$ cat config.mk
export PLATFORM = sky130hd
export DESIGN_NAME = fpu_fpf_div
export DESIGN_NICKNAME = d
export VERILOG_FILES = /design/src/rtl/fpu_fpf_pkg.sv /design/src/rtl/fpu_fpf_div_step.sv /design/src/rtl/fpu_fpf_div.sv
export SDC_FILE = /design/constraint.sdc
export NUM_CORES = 1
export LEC_CHECK = 0
export ABC_AREA = 1
export ABC_CLOCK_PERIOD_IN_PS = 3650
export CELL_PAD_IN_SITES_DETAIL_PLACEMENT = 2
export CELL_PAD_IN_SITES_GLOBAL_PLACEMENT = 2
export CORE_ASPECT_RATIO = 2
export CORE_MARGIN = 2
export CORE_UTILIZATION = 32
export DETAILED_ROUTE_END_ITERATION = 16
export GPL_TIMING_DRIVEN = 0
export PLACE_DENSITY_LB_ADDON = 0.2
export SETUP_SLACK_MARGIN = 0.5
export SKIP_CTS_REPAIR_TIMING = 1
export SYNTH_ARGS = -nofsm -noshare
export SYNTH_HDL_FRONTEND = slang
export SYNTH_SLANG_ARGS = --single-unit
$ cat constraint.sdc
create_clock -name clk -period 3.65 [get_ports clk]
set_input_delay 0.365 -clock clk [delete_from_list [all_inputs] [get_ports clk]]
set_output_delay 0.365 -clock clk [all_outputs]
set_load 0.1 [all_outputs]
$ cat src/rtl/fpu_fpf_pkg.sv
// Shared single-precision field layout, constants and divider states.
// The FP multiplier uses the same package.
package fpu_fpf_pkg;

  localparam int SIGN_W = 1;
  localparam int EXP_W  = 8;
  localparam int FRAC_W = 23;
  localparam int BIAS   = 127;

  localparam logic [EXP_W-1:0] EXP_MAX = 8'd255;
  localparam logic [31:0]      POS_INF = 32'h7F80_0000;
  localparam logic [31:0]      QNAN    = 32'h7FC0_0000;

  typedef enum logic [1:0] {
    IDLE = 2'd0,
    SPEC = 2'd1,
    ITER = 2'd2,
    NORM = 2'd3
  } fpf_div_state_e;

endpackage

$ cat src/rtl/fpu_fpf_div_step.sv
// One restoring-division step: subtract the divisor when it fits, emit the
// quotient bit, then shift the partial remainder left.
module fpu_fpf_div_step (
  input  logic [24:0] r,
  input  logic [23:0] mb,
  output logic [24:0] r_next,
  output logic        qbit
);

  logic [23:0] diff;
  logic [23:0] rem;

  // r stays below 2*mb, so r-mb always fits in 24 bits when it is taken
  always_comb begin
    qbit   = (r >= {1'b0, mb});
    diff   = r[23:0] - mb;
    rem    = qbit ? diff : r[23:0];
    r_next = {rem, 1'b0};
  end

endmodule

$ cat src/rtl/fpu_fpf_div.sv
// Multi-cycle single-precision divider, dst = srca / srcb.
// Denormals flush to zero, results truncate, overflow saturates to inf.
//
// state | meaning
// IDLE  | waiting for isen; operands latched on accept
// SPEC  | special-case result pending, written on next edge
// ITER  | restoring division, BITS_PER_CYCLE quotient bits per clock
// NORM  | normalise quotient, range-check exponent, write dst
module fpu_fpf_div
  import fpu_fpf_pkg::*;
#(
  parameter int          BITS_PER_CYCLE = 1,
  parameter logic [31:0] NAN_VALUE      = 32'h7FC0_0000
) (
  input  logic        clk,
  input  logic        rst_n,
  input  logic        isen,
  input  logic [31:0] srca,
  input  logic [31:0] srcb,
  output logic [31:0] dst,
  output logic        busy,
  output logic        done
);

  localparam int N_ITER = 25 / BITS_PER_CYCLE;

  fpf_div_state_e state;
  logic [4:0]     cnt;
  logic           sc;
  logic [7:0]     ea;
  logic [7:0]     eb;
  logic [23:0]    mb;
  logic [24:0]    r;
  logic [24:0]    q;
  logic [31:0]    spec_res;

  // operand classification on the raw inputs, used only at accept
  logic a_zero, a_inf, a_nan, b_zero, b_inf, b_nan;
  logic in_sign;
  logic spec_hit;
  logic [31:0] spec_val;

  always_comb begin
    in_sign = srca[31] ^ srcb[31];
    a_zero  = (srca[30:23] == 8'd0);
    b_zero  = (srcb[30:23] == 8'd0);
    a_inf   = (srca[30:23] == EXP_MAX) && (srca[22:0] == 23'd0);
    b_inf   = (srcb[30:23] == EXP_MAX) && (srcb[22:0] == 23'd0);
    a_nan   = (srca[30:23] == EXP_MAX) && (srca[22:0] != 23'd0);
    b_nan   = (srcb[30:23] == EXP_MAX) && (srcb[22:0] != 23'd0);
  end

  // special-case priority: invalid, then infinite, then zero result
  always_comb begin
    spec_hit = 1'b1;
    spec_val = 32'd0;
    if (a_nan || b_nan || (a_zero && b_zero) || (a_inf && b_inf)) begin
      spec_val = NAN_VALUE;
    end else if (a_inf || b_zero) begin
      spec_val = {in_sign, POS_INF[30:0]};
    end else if (a_zero || b_inf) begin
      spec_val = {in_sign, 31'd0};
    end else begin
      spec_hit = 1'b0;
    end
  end

  // chain of restoring steps resolving BITS_PER_CYCLE bits, MSB first
  logic [24:0] r_ch [BITS_PER_CYCLE+1];
  logic [24:0] q_ch [BITS_PER_CYCLE+1];
  logic [BITS_PER_CYCLE-1:0] qb;

  assign r_ch[0] = r;
  assign q_ch[0] = q;

  for (genvar i = 0; i < BITS_PER_CYCLE; i++) begin : g_step
    fpu_fpf_div_step u_step (
      .r      (r_ch[i]),
      .mb     (mb),
      .r_next (r_ch[i+1]),
      .qbit   (qb[i])
    );
    assign q_ch[i+1] = {q_ch[i][23:0], qb[i]};
  end

  // normalisation: q[24] set means the mantissa ratio was >= 1
  logic signed [9:0] exc;
  logic [22:0]       frac;
  logic [31:0]       norm_res;

  always_comb begin
    exc  = $signed({2'b00, ea}) - $signed({2'b00, eb})
         + 10'(BIAS - 1) + $signed({9'd0, q[24]});
    frac = q[24] ? q[23:1] : q[22:0];
    if (exc <= 10'sd0) begin
      norm_res = {sc, 31'd0};
    end else if (exc >= 10'sd255) begin
      norm_res = {sc, POS_INF[30:0]};
    end else begin
      norm_res = {sc, exc[7:0], frac};
    end
  end

  assign busy = (state != IDLE);

  // control FSM and datapath registers
  always_ff @(posedge clk or negedge rst_n) begin
    if (!rst_n) begin
      state    <= IDLE;
      cnt      <= 5'd0;
      sc       <= 1'b0;
      ea       <= 8'd0;
      eb       <= 8'd0;
      mb       <= 24'd0;
      r        <= 25'd0;
      q        <= 25'd0;
      spec_res <= 32'd0;
      dst      <= 32'd0;
      done     <= 1'b0;
    end else begin
      done <= 1'b0;
      case (state)
        IDLE: begin
          if (isen) begin
            sc       <= in_sign;
            ea       <= srca[30:23];
            eb       <= srcb[30:23];
            mb       <= {1'b1, srcb[22:0]};
            r        <= {2'b01, srca[22:0]};
            q        <= 25'd0;
            cnt      <= 5'(N_ITER - 1);
            spec_res <= spec_val;
            state    <= spec_hit ? SPEC : ITER;
          end
        end
        SPEC: begin
          dst   <= spec_res;
          done  <= 1'b1;
          state <= IDLE;
        end
        ITER: begin
          r <= r_ch[BITS_PER_CYCLE];
          q <= q_ch[BITS_PER_CYCLE];
          if (cnt == 5'd0) begin
            state <= NORM;
          end else begin
            cnt <= cnt - 5'd1;
          end
        end
        NORM: begin
          dst   <= norm_res;
          done  <= 1'b1;
          state <= IDLE;
        end
        default: state <= IDLE;
      endcase
    end
  end

endmodule

**Word level (Yosys, flattened, before mapping)**

Cells that the tools add are included.

- Add/sub/neg operators: 5
- Multipliers: 0
- Div/mod/pow operators: 0
- Magnitude comparators: 3
- Equal/unequal tests: 8
- Shift-type cells: 0
- Multiplexer cells: 23
- Bitwise logic cells: 1
- Reduce and logical (&&, ||, !) cells: 27

Operators by type and width:

| cell | number |
|---|---|
| $pmux 25 s2 | 2 |
| $mux 32 | 3 |
| $pmux 32 s2 | 1 |
| $mux 31 | 2 |
| $mux 25 | 2 |
| $logic_not 23->1 | 2 |
| $reduce_bool 23->1 | 2 |
| $ge 25x24->1 | 1 |
| $mux 24 | 1 |
| $sub 24x24->24 | 1 |
| $mux 23 | 1 |
| $eq 8x8->1 const B | 2 |
| $logic_not 8->1 | 2 |
| $add 10x2->10 | 1 |
| $add 9x8->10 const B | 1 |
| $ge 10x9->1 const B | 1 |
| $le 10x1->1 const B | 1 |
| $mux 5 | 2 |
| $pmux 5 s2 | 1 |
| $sub 8x8->9 | 1 |
| $logic_and 1x1->1 | 6 |
| $mux 2 | 3 |
| $ne 2x2->1 const B | 3 |
| $pmux 2 s3 | 1 |
| 12 further kinds | 24 |

- Bits in registers: 163
- Latch bits: 0
- Bits in writable memories: 0
- ROM bits: 0
- Bits of input ports: 67
- Output and inout port bits: 34
- Logic and storage cells: 78
- Memories kept: 0

**Longest topological paths before layout**

Gate-level depths: netlist of run 1.

- Depth after elaboration: 9
- Gate-level depth with buffers: 20
- Depth with buffers taken out: 20

**By module**

Synthesis of run 1 repeated with hierarchy kept, for this count alone.

- Cell total of the unflattened synthesis: 1,293
- Area, all modules: 9,017.4 µm²

By module, submodules not included:

| module | times used | cells an instance | area an instance (µm²) | seq. area each (µm²) |
|---|---|---|---|---|
| fpu_fpf_div | 1 | 809 | 6,671.4 | 3,353.2 |
| fpu_fpf_div_step | 1 | 484 | 2,346.0 | 0.0 |

**Least setup slack after synthesis of run 1**

No wires, ideal clock.

- Path type: register to register
- Start: register ea[0]
- End: register dst[10]
- Library setup time: 0.123 ns
- Data arrival time: 2.500 ns
- Required time: 3.527 ns
- Path slack: 1.027 ns
- Stages on the path, launching flop included: 21
- Path buffers: 1
- Period minus slack after synthesis: 2.623 ns
- Cell sequence: dfrtp_1 inv_1 ha_1 inv_1 fa_1 inv_1 ha_1 inv_1 a21oi_2 nand3_2 nor2_2 nand2_1 nand2_1 nand2_1 nor2_1 nand3_2 nand2_2 inv_4 nand2_4 buf_6 o21ai_2

- Longest elaborated chain between the ends: 7
- Elaborated cells between the ends (all ways): 8
- Classes of those cells: add/sub (3); order compare (2); mux (3)

Ends and longest elaborated chain:

| element | line | source |
|---|---|---|
| start, declared | fpu_fpf_div.sv:30 | `logic [7:0] ea;` |
| start signal, assigned | fpu_fpf_div.sv:126 | `ea <= srca[30:23];` |
| $sub 8x8->9 (*) | fpu_fpf_div.sv:92 | `exc = $signed({2'b00, ea}) - $signed({2'b00, eb})` |
| $add 9x8->10 (*) | fpu_fpf_div.sv:93 | `+ 10'(BIAS - 1) + $signed({9'd0, q[24]});` |
| $add 10x2->10 (*) | fpu_fpf_div.sv:93 |  |
| $ge 10x9->1 | fpu_fpf_div.sv:97 | `end else if (exc >= 10'sd255) begin` |
| $mux 31 | fpu_fpf_div.sv:97 |  |
| $mux 31 (*) | fpu_fpf_div.sv:95 | `if (exc <= 10'sd0) begin` |
| $pmux 32 s2 (*) | fpu_fpf_div.sv:122 | `case (state)` |
| end signal, assigned | fpu_fpf_div.sv:137 | `dst <= spec_res;` |
| end signal, assigned | fpu_fpf_div.sv:151 | `dst <= norm_res;` |
| end, declared | fpu_fpf_div.sv:20 | `output logic [31:0] dst,` |

Every way passes the cells marked *; elsewhere a longest branch is shown, timed or not.
A chain may end at the register's enable or synchronous reset.

**Worst setup path in the final report of run 1**

- Start: register ea[0]
- End: register dst[8]

The elaborated chain is that of the path after synthesis.

==> reports/qor.tcl, run 1 <==
set qor(outcome) {finished clean}
set qor(max_slew_margin_pct) 20.8
set qor(cts_root_buffer) {sky130_fd_sc_hd__clkbuf_16}
set qor(crit_path_start_kind) {flip-flop}
set qor(floorplan.initialDensity_pct) 32.4
set qor(detail-route-antenna-nets) 0
set qor(cts-buffers-inserted) 17
set qor(port_buffers) 100
set qor(global_route.peak_usage_layer) {met2}
set qor(dp.final_hpwl_mm) 25.8
set qor(hp-class) {flip-flop to flip-flop}
set qor(stdcell_count) 1605
set qor(worst-endpoint-required_ns) 3.97
set qor(grt_pass1_vias) 9606
set qor(critical_path.endpoint_type) {flip-flop}
set qor(synth_area_per_cell_um2) 7.35
set qor(worstRegToRegCells) 20
set qor(achievable-frequency_mhz) 333
set qor(clkSinkCount) 134
set qor(place_congestion) 0.915
set qor(clkSlewWorstSetupHoldPaths_ns) 0.07
set qor(placed_cells) 1565
set qor(top_cell_type_by_total_area_after_synthesis) {sky130_fd_sc_hd__dfrtp_1}
set qor(drt_drc_violations_left) 0
set qor(synthDistinctLibCells) 44
set qor(r2r-start) {ea[0]}
set qor(cap_violations) 0
set qor(postPlaceCellArea_mm2) 0.00972
set qor(layout_cell_share_with_drive_strength_beyond_1_pct) 8.93
set qor(finalCriticalPeriod_ns) 3.00
set qor(overflow) 0
set qor(grt_use_total_pct) 24.9
set qor(average_via_count_per_standard_cell) 5.20
set qor(min_delay_worst_endpoint) {dst[16]}
set qor(whs_path_depth) 2
set qor(synth-seq-cells) 134
set qor(cts_tree) {yes}
set qor(finalSetupViolCount) 0
set qor(cts.path.max_buffers) 2
set qor(timing.rr.end) {dst[8]}
set qor(area.growth.synth_to_final_pct) 26.9
set qor(cts-htree-levels) 4
set qor(antenna_cells) 0
set qor(vias) 8341
set qor(die-area_mm2) 0.0272
set qor(die_height_um) 231
set qor(syn-num-nets) 1229
set qor(criticalPathCategory) {flip-flop to flip-flop}
set qor(ioPinCount) 101
set qor(worst_hold_slack_ns) 0.480
set qor(grt_antenna_before_repair) 0
set qor(setup_repair_after_global_routing_missed_its_margin) {no}
set qor(dr_wl_cell_um) 20.5
set qor(timing_worst_slew_pin_value_ns) 1.18
set qor(drt-total-wl_mm) 32.8
set qor(finalMaxSlewViolations) 0
set qor(rows) 83
set qor(clk_skew_ns) 0.00928
set qor(yosysSeqAreaShare_pct) 40.6
set qor(postSynthCellCount) 1124
set qor(finish.instance_area_mm2) 0.0105
set qor(layout.nets) 1357
set qor(netlist_area_mm2) 0.00827
set qor(yosys_warnings) 0
set qor(hold_start) {dst[16]}
set qor(first_pass_grt_wire_length_mm) 51.8
set qor(globalRouteMet2Util_pct) 51.0
set qor(timing.critical_path.fanout_max) 9
set qor(r2r_setup_slack_ns) 0.65
set qor(globalRouteMet3Util_pct) 3.32
set qor(clkLatencyLatePin_ns) 0.44
set qor(hold_viol_final) 0
set qor(dr.pass1.iters) 4
set qor(period_share_pct) 82.2
set qor(dr.first_iter.drc_count) 220
set qor(yosys-top-cells-area) {sky130_fd_sc_hd__dfrtp_1, sky130_fd_sc_hd__nand2_1, sky130_fd_sc_hd__inv_1, sky130_fd_sc_hd__o21ai_0, sky130_fd_sc_hd__ha_1}
set qor(yosysTopAreaCellShare_pct) 40.6
set qor(dieWidth_um) 118
set qor(grt_max_degree) 78
set qor(grt.met1_usage_pct) 21.7
set qor(timing.critical_path.arrival_ns) 3.32
set qor(floorplan.core_area_mm2) 0.0255
## metal layers
| layer | up-vias | wire, um | part of all wire (%) |
|---|---|---|---|
| li1 | 3923 | - | - |
| met4 | 0 | 2370 | 7.2 |
| met2 | 169 | 19300 | 59 |
| met5 | - | 0 | 0 |
| met1 | 4158 | 10600 | 32 |
| met3 | 91 | 634 | 1.9 |
## kinds of logic (layout without fill, tap and decap cells)
logic type      Yosys count  in the layout  synth area share (%)
buf+inv                 197            338                  9.28
flops                   134            134                  40.6
xor+xnor                 16             16                  1.70
simple gates            501            501                  25.7
fa+ha+maj                38             38                  5.93
compound gates          238            238                  16.8
## per-stage QoR
step           util, %  TNS [ns]  setup slack (ns)
4_1_cts           40.3         0             0.491
6_report          41.0         0             0.649
2_1_floorplan        -         0              1.03
5_1_grt           41.0         0             0.454
3_5_place_dp      38.1         0             0.506
3_3_place_gp      37.9   -483.99             -3.63
## critical path, cell delays in order (launching register included)
cell and delay (ns):
sky130_fd_sc_hd__dfrtp_1 0.37, sky130_fd_sc_hd__inv_1 0.06, sky130_fd_sc_hd__ha_1 0.21, sky130_fd_sc_hd__inv_2 0.08, sky130_fd_sc_hd__fa_2 0.44, sky130_fd_sc_hd__inv_2 0.11
sky130_fd_sc_hd__ha_4 0.14, sky130_fd_sc_hd__inv_2 0.05, sky130_fd_sc_hd__a21oi_4 0.15, sky130_fd_sc_hd__nand3_4 0.11, sky130_fd_sc_hd__nor2_4 0.20, sky130_fd_sc_hd__nand3_4 0.10
sky130_fd_sc_hd__nand2_1 0.07, sky130_fd_sc_hd__nand2_1 0.06, sky130_fd_sc_hd__nand2_2 0.12, sky130_fd_sc_hd__nand3_2 0.10, sky130_fd_sc_hd__nand2_2 0.12, sky130_fd_sc_hd__inv_6 0.07
sky130_fd_sc_hd__nand2_8 0.12, sky130_fd_sc_hd__clkbuf_16 0.16, sky130_fd_sc_hd__o21ai_2 0.05
## synth_stat cells, drive strengths merged
| cell | number |
|---|---|
| a21boi | 5 |
| a21o | 4 |
| a21oi | 53 |
| a22oi | 1 |
| a2bb2oi | 3 |
| a31o | 1 |
| a31oi | 1 |
| and2 | 1 |
| buf | 10 |
| clkbuf | 29 |
| clkinv | 1 |
| dfrtp | 134 |
| fa | 2 |
| ha | 36 |
| inv | 157 |
| nand2 | 324 |
| nand3 | 51 |
| nand3b | 5 |
| nand4 | 20 |
| nor2 | 73 |
| nor3 | 5 |
| nor4 | 14 |
| o211ai | 14 |
| o21ai | 128 |
| o21bai | 2 |
| o22ai | 24 |
| o311ai | 1 |
| o31ai | 1 |
| or2 | 8 |
| xnor2 | 11 |
| xor2 | 5 |
## cells in the final DEF, fill, tap and decap left out, types with 4 or more instances in the layout
cell / instances
sky130_fd_sc_hd__nand4_1: 20
sky130_fd_sc_hd__xor2_1: 5
sky130_fd_sc_hd__inv_2: 8
sky130_fd_sc_hd__buf_2: 5
sky130_fd_sc_hd__o211ai_1: 14
sky130_fd_sc_hd__buf_4: 6
sky130_fd_sc_hd__a21o_1: 4
sky130_fd_sc_hd__clkbuf_16: 19
sky130_fd_sc_hd__nand2_1: 310
sky130_fd_sc_hd__nand2_2: 12
sky130_fd_sc_hd__clkbuf_1: 29
sky130_fd_sc_hd__o21ai_2: 20
sky130_fd_sc_hd__nor4_1: 14
sky130_fd_sc_hd__dfrtp_1: 134
sky130_fd_sc_hd__clkinv_2: 5
sky130_fd_sc_hd__nand3_1: 47
sky130_fd_sc_hd__nor2_1: 69
sky130_fd_sc_hd__inv_1: 148
sky130_fd_sc_hd__a21oi_1: 51
sky130_fd_sc_hd__ha_1: 35
sky130_fd_sc_hd__o22ai_1: 24
sky130_fd_sc_hd__or2_2: 8
sky130_fd_sc_hd__nor3_1: 5
sky130_fd_sc_hd__clkdlybuf4s50_1: 99
sky130_fd_sc_hd__inv_6: 5
sky130_fd_sc_hd__o21ai_0: 106
sky130_fd_sc_hd__nand3b_1: 5
sky130_fd_sc_hd__xnor2_1: 11
## sequential cells by signal, indices dropped and copies added, names as in the netlist
register  count
dst          32
q            25
r            25
mb           24
ea            8
eb            8
cnt           5
spec_res      3
state         2
done          1
sc            1
## layout make-up
| type | instances | area, um2 |
|---|---|---|
| multi-input cells | 793 | 4230 |
| flip-flops and latches | 134 | 3350 |
| plain buffers | 39 | 189 |
| clock buffers | 18 | 439 |
| well taps | 340 | 425 |
| repair buffers | 109 | 1130 |
| clock inverters | 14 | 124 |
| inverters | 158 | 598 |
| fillers | 3017 | 15100 |
## how the worst max path moves through the flow
stage / start / end / slack (ns) / depth (start not counted)
after floorplan: ea[0] / dst[10] / 1.03 / 20
after global placement: rst_n / r[12] / -3.63 / 1
after detailed placement: ea[0] / dst[7] / 0.51 / 20
after CTS: ea[0] / dst[7] / 0.49 / 20
after global routing: ea[0] / dst[19] / 0.45 / 20
final: ea[0] / dst[8] / 0.65 / 20
Power of run 1 is left out: the tool's default activity adds up to more than one toggle a clock period on the data nets, which glitch-free logic cannot reach.
==> run 2: changes to the inputs <==
- ABC_CLOCK_PERIOD_IN_PS: 3650 -> 2500
- CORE_UTILIZATION: 32 -> 29
- clock period: 3.65 -> 2.5 ns (I/O delays scaled with it)
==> run 2 against run 1 <==
Against the previous run: the run now ends with setup timing left; core utilization up 1.6 points; non-clock buffer count up 39; clock skew up 0.0044 ns; via count up 3.7%; highest routed layer unchanged; critical path type unchanged; fmax up 3.7%; design area up 14%; wire length up 11%; die area up 10%; count of clock-buffer cells in the layout up 1.
==> reports/qor.tcl, run 2 (same netlist as run 1, synthesis figures left out) <==
set qor(worst_hold_slack_ns) 0.352 ;# -0.128 ns
set qor(crit_path_start_kind) {flip-flop}
set qor(first_pass_grt_wire_length_mm) 50.4 ;# -2.7%
set qor(drt-total-wl_mm) 36.3 ;# +11%
set qor(timing.critical_path.arrival_ns) 3.21 ;# -0.11 ns
set qor(average_via_count_per_standard_cell) 5.21 ;# +0.23%
set qor(cts-buffers-inserted) 17 ;# unchanged
set qor(hold_viol_final) 0 ;# unchanged
set qor(grt_antenna_before_repair) 0 ;# unchanged
set qor(dp.final_hpwl_mm) 26.0 ;# +0.77%
set qor(floorplan.initialDensity_pct) 29.4 ;# -2.9 points
set qor(failing_checks) {setup timing}
set qor(critical_path.endpoint_type) {flip-flop}
set qor(achievable-frequency_mhz) 346 ;# +3.7%
set qor(register_with_the_highest_flop_count) {dst}
set qor(dr.pass1.iters) 5 ;# +1
set qor(layout.nets) 1396 ;# +2.9%
set qor(cts-htree-levels) 4 ;# unchanged
set qor(layout_commonest_cell) {sky130_fd_sc_hd__nand2_1}
set qor(hp-class) {input pin to asynchronous set/reset pin}
set qor(dieWidth_um) 123 ;# +4.9%
set qor(period_share_pct) 116 ;# +33 points
set qor(worst-endpoint-required_ns) 2.82 ;# -1.15 ns
set qor(largestRegisters) {dst x32, q x25, r x25}
set qor(detail-route-antenna-nets) 0 ;# unchanged
set qor(layout_cell_share_with_drive_strength_beyond_1_pct) 24.4 ;# +15 points
set qor(setup_repair_after_global_routing_missed_its_margin) {yes}
set qor(dr_wl_cell_um) 21.9 ;# +6.9%
set qor(clkSlewWorstSetupHoldPaths_ns) 0.07 ;# about the same
set qor(cts_tree) {yes}
set qor(cts_root_buffer) {sky130_fd_sc_hd__clkbuf_16}
set qor(clkSinkCount) 134 ;# unchanged
set qor(place_congestion) 0.934 ;# +2.1%
set qor(clk_skew_ns) 0.0136 ;# +0.00435 ns
set qor(port_buffers) 100 ;# unchanged
set qor(grt_use_total_pct) 22.5 ;# -2.4 points
set qor(criticalPathCategory) {flip-flop to flip-flop}
set qor(cap_violations) 0 ;# unchanged
set qor(grt_max_degree) 81 ;# +3.8%
set qor(timing.critical_path.fanout_max) 7 ;# -2
set qor(drt_drc_violations_left) 0 ;# unchanged
set qor(post-route-worst-setup-slack_ns) -0.393 ;# -1.04 ns
set qor(vias) 8647 ;# +3.7%
set qor(max_slew_margin_pct) 33.6 ;# +13 points
set qor(clkLatencyLatePin_ns) 0.45 ;# about the same
set qor(rows) 87 ;# +4.8%
set qor(most-common-layout-cells) {sky130_fd_sc_hd__nand2_1, sky130_fd_sc_hd__dfrtp_1, sky130_fd_sc_hd__inv_1}
set qor(floorplan.core_area_mm2) 0.0281 ;# +9.9%
set qor(die-area_mm2) 0.0300 ;# +10%
set qor(die_height_um) 243 ;# +5.0%
set qor(dr.first_iter.drc_count) 263 ;# +20%
set qor(ioPinCount) 101 ;# unchanged
set qor(overflow) 0 ;# unchanged
set qor(area.growth.synth_to_final_pct) 45.0
set qor(outcome) {finished, violations left}
set qor(finalSetupViolCount) 34 ;# +34
set qor(largest_register_ffs) 32 ;# unchanged
set qor(finalCriticalPeriod_ns) 2.89 ;# -0.108 ns
set qor(grt_pass1_vias) 9393 ;# -2.2%
set qor(timing_worst_slew_pin_value_ns) 0.994 ;# -0.184 ns
set qor(finalMaxSlewViolations) 0 ;# unchanged
set qor(antenna_cells) 0 ;# unchanged
set qor(cts.path.max_buffers) 2 ;# unchanged
-- run 2: worst max-delay path, stage by stage (launching register included) --
cell	delay (ns)
sky130_fd_sc_hd__dfrtp_1	0.38
sky130_fd_sc_hd__inv_1	0.06
sky130_fd_sc_hd__ha_2	0.16
sky130_fd_sc_hd__inv_2	0.04
sky130_fd_sc_hd__fa_2	0.56
sky130_fd_sc_hd__inv_4	0.05
sky130_fd_sc_hd__ha_4	0.15
sky130_fd_sc_hd__nand3_1	0.11
sky130_fd_sc_hd__nand2_1	0.10
sky130_fd_sc_hd__nor2_2	0.14
sky130_fd_sc_hd__nand3_1	0.11
sky130_fd_sc_hd__nor2_2	0.11
sky130_fd_sc_hd__nand2_1	0.07
sky130_fd_sc_hd__nor2_1	0.10
sky130_fd_sc_hd__nand2_1	0.07
sky130_fd_sc_hd__nand2_2	0.08
sky130_fd_sc_hd__nand2_4	0.10
sky130_fd_sc_hd__nand2_8	0.13
sky130_fd_sc_hd__clkbuf_16	0.16
sky130_fd_sc_hd__o21ai_2	0.05
-- run 2: final timing paths --
path / startpoint / endpoint / slack, ns / cells after the start
setup / recovery: ea[0] / dst[19] / -0.39 / 19
hold / removal: rst_n / eb[5] / 0.35 / 2
setup reg to reg: ea[0] / dst[19] / -0.39 / 19
hold reg to reg: dst[21] / dst[21] / 0.48 / 2
max in group asynchronous: rst_n / r[20] / 1.29 / 3
min in group clk: srcb[4] / mb[4] / 0.40 / 3
-- run 2: metal layers --
layer	track usage, %	wire, um	up-vias
met5	0	0	-
met4	12.8	2460	0
li1	-	-	4020
met3	2.87	735	86
met1	19.9	11400	4370
met2	45.6	21700	171
-- run 2: through the flow --
stage | util, % | worst slack (ns) | cells | cell area [um2] | setup TNS [ns]
finish | 42.7 | -0.393 | 1660 | 12000 | -10.72
global route | 42.7 | -0.568 | 1660 | 12000 | -17.72
CTS | 37.0 | -0.579 | 1613 | 10400 | -22.52
detailed placement | 34.9 | -0.567 | 1581 | 9810 | -22.06
global placement | 34.8 | -4.72 | 1580 | 9780 | -649.01
floorplan | - | -0.0932 | 1124 | 8340 | -1.86
-- run 2: final cells by class --
class / instances / area, um2
Clock inverter: 13 / 146
Sequential cell: 134 / 3360
Inverter: 158 / 609
Clock buffer: 19 / 433
Timing Repair Buffer: 148 / 1570
Multi-Input combinational cell: 793 / 5170
Buffer: 39 / 256
Tap cell: 356 / 445
Fill cell: 3162 / 16100
Power of run 2 is left out for the same reason.
